### config.mk
export PLATFORM = sky130hd
export DESIGN_NAME = reduction_tree_flat
export DESIGN_NICKNAME = d
export VERILOG_FILES = /design/src/rtl/reduction_tree_if.sv /design/src/rtl/reduction_tree.sv /design/src/flat_wrapper.sv
export SDC_FILE = /design/constraint.sdc
export NUM_CORES = 1
export LEC_CHECK = 0
export CORE_ASPECT_RATIO = 0.8
export CORE_MARGIN = 8
export CORE_UTILIZATION = 40
export DETAILED_ROUTE_END_ITERATION = 10
export PLACE_DENSITY = 0.63
export SYNTH_ARGS = -nofsm -noshare
export SYNTH_HDL_FRONTEND = slang
export SYNTH_SLANG_ARGS = --single-unit
export TNS_END_PERCENT = 100
### constraint.sdc
create_clock -name clk -period 6.6 [get_ports clk]
set_input_delay 1.32 -clock clk [delete_from_list [all_inputs] [get_ports clk]]
set_output_delay 1.32 -clock clk [all_outputs]
set_load 0.005 [all_outputs]
### src/rtl/reduction_tree_if.sv
// Handshake bundle for reduction_tree: lane input beats in, group results out.
interface reduction_tree_if #(
  parameter int ACCUM_WIDTH = 32,
  parameter int NUM_LANES   = 4
);
  logic                              in_valid;
  logic                              in_ready;
  logic [NUM_LANES*ACCUM_WIDTH-1:0]  in_lsp;
  logic [NUM_LANES*ACCUM_WIDTH-1:0]  in_msp;
  logic                              sparse_en;
  logic                              in_last;
  logic                              out_valid;
  logic                              out_ready;
  logic [ACCUM_WIDTH-1:0]            out_data;
  logic                              out_sat;

  modport master (
    output in_valid, in_lsp, in_msp, sparse_en, in_last, out_ready,
    input  in_ready, out_valid, out_data, out_sat
  );

  modport slave (
    input  in_valid, in_lsp, in_msp, sparse_en, in_last, out_ready,
    output in_ready, out_valid, out_data, out_sat
  );
endinterface

### src/rtl/reduction_tree.sv
// Pipelined lane-combine + pairwise adder tree feeding a group accumulator.
// Define REDUCTION_SAT_EN for a signed saturating accumulator with sticky out_sat.
module reduction_tree #(
  parameter int ACCUM_WIDTH = 32,
  parameter int NUM_LANES   = 4
) (
  input  logic             clk,
  input  logic             rst,
  reduction_tree_if.slave  bus
);
  localparam int L = $clog2(NUM_LANES);
  localparam int W = ACCUM_WIDTH;

  logic         stall;
  logic         accept;
  logic [W-1:0] leaf_val [NUM_LANES];

  // Heap-indexed tree: node k sums children 2k and 2k+1; indices >= NUM_LANES are lanes.
  logic [W-1:0] node_d [1:NUM_LANES-1];
  logic [W-1:0] node_q [1:NUM_LANES-1];

  logic [L-1:0] vld_d, vld_q;
  logic [L-1:0] last_d, last_q;
  logic [L:0]   vld_shift, last_shift;

  logic [W-1:0] acc_d, acc_q;
  logic [W-1:0] out_data_d, out_data_q;
  logic         out_valid_d, out_valid_q;
  logic [W-1:0] acc_sum;
  logic         arrive;

  assign stall        = out_valid_q & ~bus.out_ready;
  assign accept       = bus.in_valid & ~stall;
  assign bus.in_ready = ~stall;
  assign bus.out_valid = out_valid_q;
  assign bus.out_data  = out_data_q;

  genvar gi;
  generate
    for (gi = 0; gi < NUM_LANES; gi++) begin : g_lane
      assign leaf_val[gi] = bus.sparse_en
        ? bus.in_lsp[gi*W +: W] + bus.in_msp[gi*W +: W]
        : bus.in_lsp[gi*W +: W];
    end

    for (gi = 1; gi < NUM_LANES; gi++) begin : g_node
      if (2*gi >= NUM_LANES) begin : g_leaf_children
        assign node_d[gi] = leaf_val[2*gi-NUM_LANES] + leaf_val[2*gi+1-NUM_LANES];
      end else begin : g_node_children
        assign node_d[gi] = node_q[2*gi] + node_q[2*gi+1];
      end
    end
  endgenerate

  // Bit s of vld/last tags tree level s+1; bit L-1 accompanies the root sum.
  assign vld_shift  = {vld_q, accept};
  assign last_shift = {last_q, bus.in_last};
  assign vld_d      = vld_shift[L-1:0];
  assign last_d     = last_shift[L-1:0];
  assign arrive     = vld_q[L-1] & ~stall;

`ifdef REDUCTION_SAT_EN
  logic [W-1:0] add_raw;
  logic         ovf;
  logic         sat_d, sat_q;
  logic         out_sat_d, out_sat_q;

  always_comb begin
    add_raw = acc_q + node_q[1];
    ovf     = (acc_q[W-1] == node_q[1][W-1]) && (add_raw[W-1] != acc_q[W-1]);
    acc_sum = add_raw;
    if (ovf) begin
      acc_sum = acc_q[W-1] ? {1'b1, {(W-1){1'b0}}} : {1'b0, {(W-1){1'b1}}};
    end
  end

  always_comb begin
    sat_d     = sat_q;
    out_sat_d = out_sat_q;
    if (arrive) begin
      if (last_q[L-1]) begin
        out_sat_d = sat_q | ovf;
        sat_d     = 1'b0;
      end else begin
        sat_d     = sat_q | ovf;
      end
    end
  end

  always_ff @(posedge clk) begin
    if (rst) begin
      sat_q     <= 1'b0;
      out_sat_q <= 1'b0;
    end else begin
      sat_q     <= sat_d;
      out_sat_q <= out_sat_d;
    end
  end

  assign bus.out_sat = out_sat_q;
`else
  assign acc_sum     = acc_q + node_q[1];
  assign bus.out_sat = 1'b0;
`endif

  // Without stall the pending result has been taken, so out_valid only survives
  // if a new last beat lands in the same cycle.
  always_comb begin
    acc_d       = acc_q;
    out_data_d  = out_data_q;
    out_valid_d = out_valid_q;
    if (!stall) begin
      out_valid_d = 1'b0;
      if (arrive) begin
        if (last_q[L-1]) begin
          out_data_d  = acc_sum;
          out_valid_d = 1'b1;
          acc_d       = '0;
        end else begin
          acc_d       = acc_sum;
        end
      end
    end
  end

  always_ff @(posedge clk) begin
    if (!stall) begin
      for (int k = 1; k < NUM_LANES; k++) begin
        node_q[k] <= node_d[k];
      end
      last_q <= last_d;
    end
  end

  always_ff @(posedge clk) begin
    if (rst) begin
      vld_q       <= '0;
      acc_q       <= '0;
      out_data_q  <= '0;
      out_valid_q <= 1'b0;
    end else begin
      if (!stall) begin
        vld_q <= vld_d;
      end
      acc_q       <= acc_d;
      out_data_q  <= out_data_d;
      out_valid_q <= out_valid_d;
    end
  end
endmodule

### src/flat_wrapper.sv
// flat-port wrapper written by rule: the top's interface ports become plain ports
module reduction_tree_flat 
#(
  parameter int ACCUM_WIDTH = 32,
  parameter int NUM_LANES   = 4
)
  (clk, rst, bus_in_valid, bus_in_lsp, bus_in_msp, bus_sparse_en, bus_in_last, bus_out_ready, bus_in_ready, bus_out_valid, bus_out_data, bus_out_sat);
  reduction_tree_if #(.ACCUM_WIDTH(ACCUM_WIDTH), .NUM_LANES(NUM_LANES)) bus_i ();
  input  logic clk;
  input  logic rst;
  input wire logic [$bits(bus_i.in_valid)-1:0] bus_in_valid;
  input wire logic [$bits(bus_i.in_lsp)-1:0] bus_in_lsp;
  input wire logic [$bits(bus_i.in_msp)-1:0] bus_in_msp;
  input wire logic [$bits(bus_i.sparse_en)-1:0] bus_sparse_en;
  input wire logic [$bits(bus_i.in_last)-1:0] bus_in_last;
  input wire logic [$bits(bus_i.out_ready)-1:0] bus_out_ready;
  output wire logic [$bits(bus_i.in_ready)-1:0] bus_in_ready;
  output wire logic [$bits(bus_i.out_valid)-1:0] bus_out_valid;
  output wire logic [$bits(bus_i.out_data)-1:0] bus_out_data;
  output wire logic [$bits(bus_i.out_sat)-1:0] bus_out_sat;
  assign bus_i.in_valid = bus_in_valid;
  assign bus_i.in_lsp = bus_in_lsp;
  assign bus_i.in_msp = bus_in_msp;
  assign bus_i.sparse_en = bus_sparse_en;
  assign bus_i.in_last = bus_in_last;
  assign bus_i.out_ready = bus_out_ready;
  assign bus_in_ready = bus_i.in_ready;
  assign bus_out_valid = bus_i.out_valid;
  assign bus_out_data = bus_i.out_data;
  assign bus_out_sat = bus_i.out_sat;
  reduction_tree #(.ACCUM_WIDTH(ACCUM_WIDTH), .NUM_LANES(NUM_LANES)) u_core (.clk(clk), .rst(rst), .bus(bus_i));
endmodule
# --- Word level (Yosys, flattened, before mapping) ---
# Memory sizes are Yosys's and may differ from the RTL's.
# Cells that the tools add are included.
classes:
  bitwise_logic: 5
  order_cmp: 0
  reduce_logical: 2
  n_addsub: 8
  div_mod_pow: 0
  n_shift: 0
  n_mul: 0
  eq_ne: 0
  muxes: 8
op_table:
  columns: ["operator", "n"]
  rows:
  - ["$add 32x32->32", 8]
  - ["$mux 32", 5]
  - ["$and 1x1->1", 3]
  - ["$mux 1", 3]
  - ["$reduce_and 3->1", 1]
  - ["$not 1->1", 2]
  - ["$reduce_and 2->1", 1]
word_totals:
  output_inout_bits: 35
  inputBits: 262
  latch_bits: 0
  mem_count: 1
  ram_bits: 96
  regBits: 69
  mem_bits_ro: 0
  wordCells: 29
memory_table:
  columns: ["name", "words", "word_bits", "rd", "rd_clocked_by_memory_dff", "wr", "line", "source"]
  rows:
  - ["u_core.node_q", 3, 32, 3, 0, 3, "reduction_tree.sv:20", "logic [W-1:0] node_q [1:NUM_LANES-1];"]

# --- Logic depth before layout (Yosys ltp) ---
# Gate-level depths: netlist of run 1.
depth:
  word_depth: 5
  depth_mapped: 24
  mapped_depth_nobuf: 24

# --- Worst setup path before layout of run 1 ---
# Ideal clock, no wire load.
synth_path:
  kind: "input port to flip-flop"
  start: "in bus_in_msp[32]"
  end: "reg u_core.node_q[0][95] (netlist name)"
  arrival_ps: 6097
  t_required_ps: 6332
  n_path_buf: 0
  stages: 23
  setup_time_ps: 268
  slack_ps: 236
  cell_sequence: "ha_1 -> fa_1 -> a21o_1 -> a21o_1 -> a2111oi_0 -> o21bai_1 -> a21o_1 -> a21o_1 -> a21oi_1 -> o21bai_1 -> a211oi_1 -> o31ai_1 -> ha_1 -> a21o_1 -> a21o_1 -> a211oi_1 -> o21bai_1 -> a31o_2 -> a221o_1 -> a211oi_1 -> o21ai_0 -> a21oi_1 -> xnor3_1"
synth_rtl:
  columns: ["element", "line", "source"]
  rows:
  - ["start, declared", "flat_wrapper.sv:13", "input wire logic [$bits(bus_i.in_msp)-1:0] bus_in_msp;"]

==> impl_metrics.yaml, run 1 <==
grt:
  grt_usage: 0.2020
  grt_pass1_wl_mm: 91.98
  grt_max_degree: 94
  antenna_found_initial: 2
  grt_pass1_vias: 17731
  grt.overflow.total: 0
placed_design:
  gp_congestion: 0.9178
  portBuffers: 295
  dp_hpwl_mm: 47.32
layout:
  final_util: 0.5044
  nFillCells: 4525
  syn_to_final_growth_pct: 24.93
  drive_gt1_frac: 0.08933
  n_antenna_cell: 0
  nNetsFinal: 3102
pwr:
  sequentialPowerShare: 0.259
  pwr-share-comb: 0.600
  clock_power_share: 0.141
  pwr_density_cell_nw_per_um2: 294.2
  p_leak_uw: 0.01004
  peakVddDrop_mv: 0.1947
  p_sw_frac: 0.4112
  p_switching_uw: 2862
  intPower_uw: 4099
floorplanning:
  start_util: 0.4038
  dieHeight_um: 210.6
  ios: 297
  die_area_um2: 54610
  core_um2: 46910
  die_x_um: 259.3
  rows: 71
synth:
  synth_area_leader_cell: "ha_1"
  ys_seq_area_frac: 0.2262
  synth-async-reset-ratio: 0
  ys_seq_elements: 165
  synth_top_area_frac: 0.1638
  synthTopCellsByArea: "ha_1 16%, edfxtp_1 16%, dfxtp_1 7.1%"
  synth_warnings: 0
  synth_cell_type_count: 88
  postSynthAreaPerCell_um2: 8.395
  syn_area_um2: 18940
  yosysMostFrequentCell: "ha_1"
  synth_edf_count: 98
  ys.flop_type: "edfxtp_1"
  synth_common_cells: "248 x ha_1, 240 x a21oi_1, 185 x nor2_1, 172 x nand2_1, 136 x xnor2_1"
  syn_inst: 2256
  synth_fp_nets: 2774
timing:
  fin_setup_tns_ns: 0
  holdWs_ns: 0.4307
  relSlewSlack: 0.2564
  worst_slew_pin_slew_ns: 1.115
  setup_viol: 0
  fin_crit_ns: 6.324
  hold_viol_final: 0
  report.final.slew_viol_count: 0
  fin_crit_sh: 0.9582
  fmax_mhz: 158.1
  skew_ns: 0.009135
min_path:
  hp-class: "reg2reg"
  hold_path_depth: 0
  min_to: "u_core.last_q[1]$_DFFE_PN_"
  hp-start: "u_core.last_q[0]$_DFFE_PN_"
route:
  drt-total-wl_mm: 56.94
  drc: 0
  drt-pass1-iter-count: 5
  drtAntennaViolNets: 0
  initialDrtViolationCount: 1017
  drt-vias-per-instance: 5.602
  vias: 18022
  wire_per_inst_um: 17.70
worst_setup_path:
  end_kind: "register"
  crit_fanout: 3
  worst_ep_arrival_time_ns: 6.49
  r2r_cells: 12
  critPathKind: "in2reg"
  start_kind: "primary input"
  worstPathRequired_ns: 6.77
  r2r_slack_ns: 2.96
  worstReg2RegEnd: "u_core.bus.out_data[24]$_SDFFE_PP0P_"
  r2r-start: "u_core.node_q[0][32]$_DFFE_PN_"
clocking:
  cts_made_buffers: 17
  hold_buffers: 0
  clk_path_buf_depth: 2
  htree_levels: 4
  clkSinkCount: 165
  ctsRootBufferMaster: "clkbuf_16"
  clock_latency_ns: 0.42
  cts_tree: "yes"
  clk_pin_slew_ns: 0.07
flow_run:
  drv_cap: 0
run_status:
  status: "finished, final reports clean"
[cell type report]
class                      count  area (um^2)  area share
clock inverter                11        111.4    0.004707
multi-input combinational   1939        14130      0.5970
sequential                   165         4284      0.1811
tap                          620        775.7     0.03279
inverter                      86        322.8     0.01364
clock buffer                  21        481.7     0.02036
timing repair buffer         375         3558      0.1504
[how the worst max path moves through the flow]
stage | start | cells past startpoint | slack (ns) | endpoint
after floorplan | bus_in_msp[32] | 23 | 0.24 | u_core.node_q[0][95]$_DFFE_PN_
after global placement | bus_in_lsp[32] | 24 | -0.46 | u_core.node_q[0][95]$_DFFE_PN_
after detailed placement | bus_in_lsp[32] | 24 | -0.58 | u_core.node_q[0][95]$_DFFE_PN_
after CTS | bus_in_lsp[32] | 24 | 0.03 | u_core.node_q[0][95]$_DFFE_PN_
after global routing | bus_in_lsp[32] | 24 | -0.04 | u_core.node_q[0][95]$_DFFE_PN_
final | bus_in_lsp[32] | 24 | 0.28 | u_core.node_q[0][95]$_DFFE_PN_
[flip-flops by register name, summed over array words and instances, names as in the netlist]
| name | count |
|---|---|
| u_core.bus.out_data | 32 |
| u_core.acc_q | 32 |
| u_core.bus.out_valid | 1 |
| u_core.node_q | 96 |
| u_core.last_q | 2 |
| u_core.vld_q | 2 |
[worst max-delay path: stages]
cell and delay, ns:
clkdlybuf4s50_1 0.42, ha_1 0.22, fa_1 0.40, a21o_1 0.17, a21o_1 0.21, a2111oi_4 0.30
o21bai_1 0.14, a21o_1 0.21, a21o_1 0.21, a21oi_2 0.17, o21bai_1 0.10, a211oi_2 0.27
o31ai_1 0.10, ha_1 0.32, a21o_1 0.18, a21o_1 0.18, a211oi_2 0.21, o21bai_1 0.10
a31o_2 0.26, a221o_1 0.35, a211oi_2 0.20, o21ai_1 0.11, a21oi_2 0.14, xnor3_1 0.22
[what timing repair did]
item                                    in CTS  in global routing
pin swaps                                    2                  4
resized for setup                            3                  6
setup buffers                                1                  1
gates cloned                                 0                  0
endpoints found under the setup margin       1                  2
[routing by layer]
layer  vias up  wire [um]  track usage
met2       504      25810       0.3356
met4         2        869      0.03583
met3        54       3070      0.03295
li1       9102          -            -
met1      8360      27170       0.2772
met5         -         13            0
[cells by family after synthesis]
family / Yosys count / synth area share
flip-flops: 165 / 0.2262
other: 1 / 0.0001980
buffers and inverters: 152 / 0.03072
multiplexers: 83 / 0.04902
adder cells (fa/ha/maj): 256 / 0.1723
AND/OR/NAND/NOR: 634 / 0.1611
XOR/XNOR: 197 / 0.09183
AO/OA/AOI/OAI: 768 / 0.2686
[power by group through the flow]
stage	sequential, uW	combinational, uW	clock [uW]
floorplan	1720	3060	0
global placement	1830	4050	0
detailed placement	1830	4120	0
CTS	1810	4160	1010
global route	1830	4670	1040
finish	1800	4180	982
[stage by stage]
stage	setup WS [ns]	cell area (um^2)	total power (uW)	instances
final	0.2760	23660	6961	3217
after global routing	-0.03546	23660	7547	3217
after CTS	0.02576	23620	6975	3216
after detailed placement	-0.5774	23010	5947	3183
after global placement	-0.4649	23010	5885	3183
after floorplan	0.2356	18940	4780	2256
[layout by cell type, fill, tap and decap left out, types with 20 or more instances in the layout]
cell type,netlist,final
o31ai_1,22,22
nand2b_1,25,24
a21oi_1,240,238
dfxtp_1,67,67
inv_1,86,85
a31oi_1,20,20
buf_4,1,80
ha_1,248,248
o21a_1,29,29
nor2_1,185,184
nor2b_1,33,33
nor3_1,49,49
o21bai_1,36,36
and3_1,25,25
a22oi_1,21,21
clkdlybuf4s50_1,0,293
a21o_1,106,106
o21ai_0,118,117
a211oi_1,27,24
mux2_2,78,78
xnor2_1,136,136
nand3_1,36,36
xor2_1,60,60
edfxtp_1,98,98
nand2_1,172,171
a211o_1,20,20
No activity file was read; power rests on OpenSTA's default activity.
==> run 2, diff against run 1 <==
Settings changed: CTS_BUF_LIST set to sky130_fd_sc_hd__clkbuf_4 sky130_fd_sc_hd__clkbuf_8.
==> run 2 against run 1 <==
Sequential cell count is the same. Sequential share of layout area increased by 0.15 points. First-iteration DRC count up 2.1%. Hold slack better by 0.0069 ns. Global-route usage about the same.
==> impl_metrics.yaml, run 2 (synthesized netlist as in run 1, its figures left out) <==
grt:
  grt.overflow.total: 0
  grt_pass1_vias: 17728
  grt_pass1_wl_mm: 91.83
  grt_usage: 0.2021
  antenna_found_initial: 2
  grt_max_degree: 94
min_path:
  hp-class: "reg2reg"
worst_setup_path:
  worstPathRequired_ns: 6.81
  crit_fanout: 3
  critPathKind: "in2reg"
  end_kind: "register"
  worst_ep_arrival_time_ns: 6.57
  start_kind: "primary input"
placed_design:
  placed_cells: 3183
  pre_cts_slack_ns: -0.5774
  portBuffers: 295
  gp_congestion: 0.9178
  dp_hpwl_mm: 47.32
clocking:
  clock_latency_ns: 0.46
  cts_tree: "yes"
  clkSinkCount: 165
  htree_levels: 4
  clk_path_buf_depth: 2
  clk_pin_slew_ns: 0.10
  cts_made_buffers: 17
  ctsRootBufferMaster: "clkbuf_8"
pwr:
  pwr_density_cell_nw_per_um2: 286.4
  peakVddDrop_mv: 0.1529
  p_leak_uw: 0.009955
timing:
  skew_ns: 0.01568
  fmax_mhz: 157.3
  fin_crit_sh: 0.9631
  setup_viol: 0
  fin_crit_ns: 6.357
  fin_ws_ns: 0.2432
  hold_viol_final: 0
  report.final.slew_viol_count: 0
  relSlewSlack: 0.2460
  worst_slew_pin_slew_ns: 1.131
layout:
  nFillCells: 4552
  syn_to_final_growth_pct: 23.91
  top_register: "u_core.node_q"
  layout_common_cells: "293 x clkdlybuf4s50_1, 248 x ha_1, 239 x a21oi_1"
  largest_register_ffs: 96
  n_antenna_cell: 0
  drive_gt1_frac: 0.08898
  stdcell_count: 3216
  nNetsFinal: 3101
  final_util: 0.5003
  final_common_cell: "clkdlybuf4s50_1"
route:
  drtAntennaViolNets: 0
  drt-vias-per-instance: 5.602
  wl_met1_mm: 27.00
  drt-pass1-iter-count: 6
  initialDrtViolationCount: 1038
  wire_per_inst_um: 17.70
  wl_met3_mm: 3.249
  drt-total-wl_mm: 56.93
  drc: 0
  vias: 18015
  top_layer: "met5"
  wl_met2_mm: 25.79
run_status:
  status: "finished, final reports clean"
floorplanning:
  core_um2: 46910
  start_util: 0.4038
  die_area_um2: 54610
  rows: 71
  die_x_um: 259.3
  dieHeight_um: 210.6
  ios: 297
flow_run:
  drv_cap: 0
-- run 2: cell types whose count changed in the layout (fill, tap and decap cells not counted), sizes merged --
cell	change
buf	-1
bufinv	+1
clkbuf	-1
-- run 2: path summary, 6_finish.rpt --
| path | start | to | slack, ns | cells after the start |
|---|---|---|---|---|
| worst max-delay path | bus_in_lsp[32] | u_core.node_q[0][95]$_DFFE_PN_ | 0.24 | 24 |
| worst min-delay path | u_core.last_q[0]$_DFFE_PN_ | u_core.last_q[1]$_DFFE_PN_ | 0.44 | 0 |
| worst max register to register | u_core.node_q[0][33]$_DFFE_PN_ | u_core.bus.out_data[31]$_SDFFE_PP0P_ | 2.95 | 11 |
| worst min register to register | u_core.last_q[0]$_DFFE_PN_ | u_core.last_q[1]$_DFFE_PN_ | 0.44 | 0 |
-- run 2: cell type report --
cell class | instances | area (um^2) | area share
Tap cell | 620 | 775.7 | 0.03306
Sequential cell | 165 | 4284 | 0.1826
Timing Repair Buffer | 374 | 3551 | 0.1513
Clock inverter | 12 | 141.4 | 0.006025
Multi-Input combinational cell | 1939 | 14120 | 0.6018
Clock buffer | 20 | 269.0 | 0.01146
Inverter | 86 | 322.8 | 0.01376
-- run 2: through the flow --
step / hold slack, ns / total power, uW / setup TNS, ns / cell area (um^2)
final: 0.4377 / 6722 / 0 / 23470
after global routing: 0.4759 / 7304 / -0.06897 / 23470
after CTS: 0.4429 / 6736 / 0 / 23430
after detailed placement: 0.4095 / 5947 / -1.017 / 23010
after global placement: 0.4126 / 5885 / -0.5139 / 23010
after floorplan: 0.4003 / 4780 / 0 / 18940
-- run 2: worst max-delay path, cell delays in order --
cell and delay [ns]:
clkdlybuf4s50_1 0.42, ha_1 0.22, fa_1 0.40, a21o_1 0.17, a21o_1 0.21, a2111oi_4 0.35, o21bai_1 0.12, a21o_1 0.21
a21o_1 0.24, a21oi_2 0.17, o21bai_1 0.10, a211oi_2 0.27, o31ai_1 0.10, ha_1 0.32, a21o_1 0.18, a21o_1 0.18
a211oi_2 0.21, o21bai_1 0.10, a31o_2 0.26, a221o_1 0.35, a211oi_2 0.20, o21ai_1 0.10, a21oi_1 0.15, xnor3_1 0.23
-- run 2: layer usage --
layer / vias up / track usage
met5: - / 0
met4: 2 / 0.03814
met3: 53 / 0.03403
met2: 497 / 0.3347
met1: 8369 / 0.2765
li1: 9094 / -
-- run 2: what timing repair did --
item                       CTS  global route
hold buffers                 0             0
setup endpoints to repair    1             1
setup buffers                0             1
pin swaps                    0             3
gates resized for setup      2             6
-- run 2: power by group --
part / switching, uW / internal (uW)
Clock: 384 / 367
Combinational: 2270 / 1900
Sequential: 174 / 1620
Total: 2830 / 3890
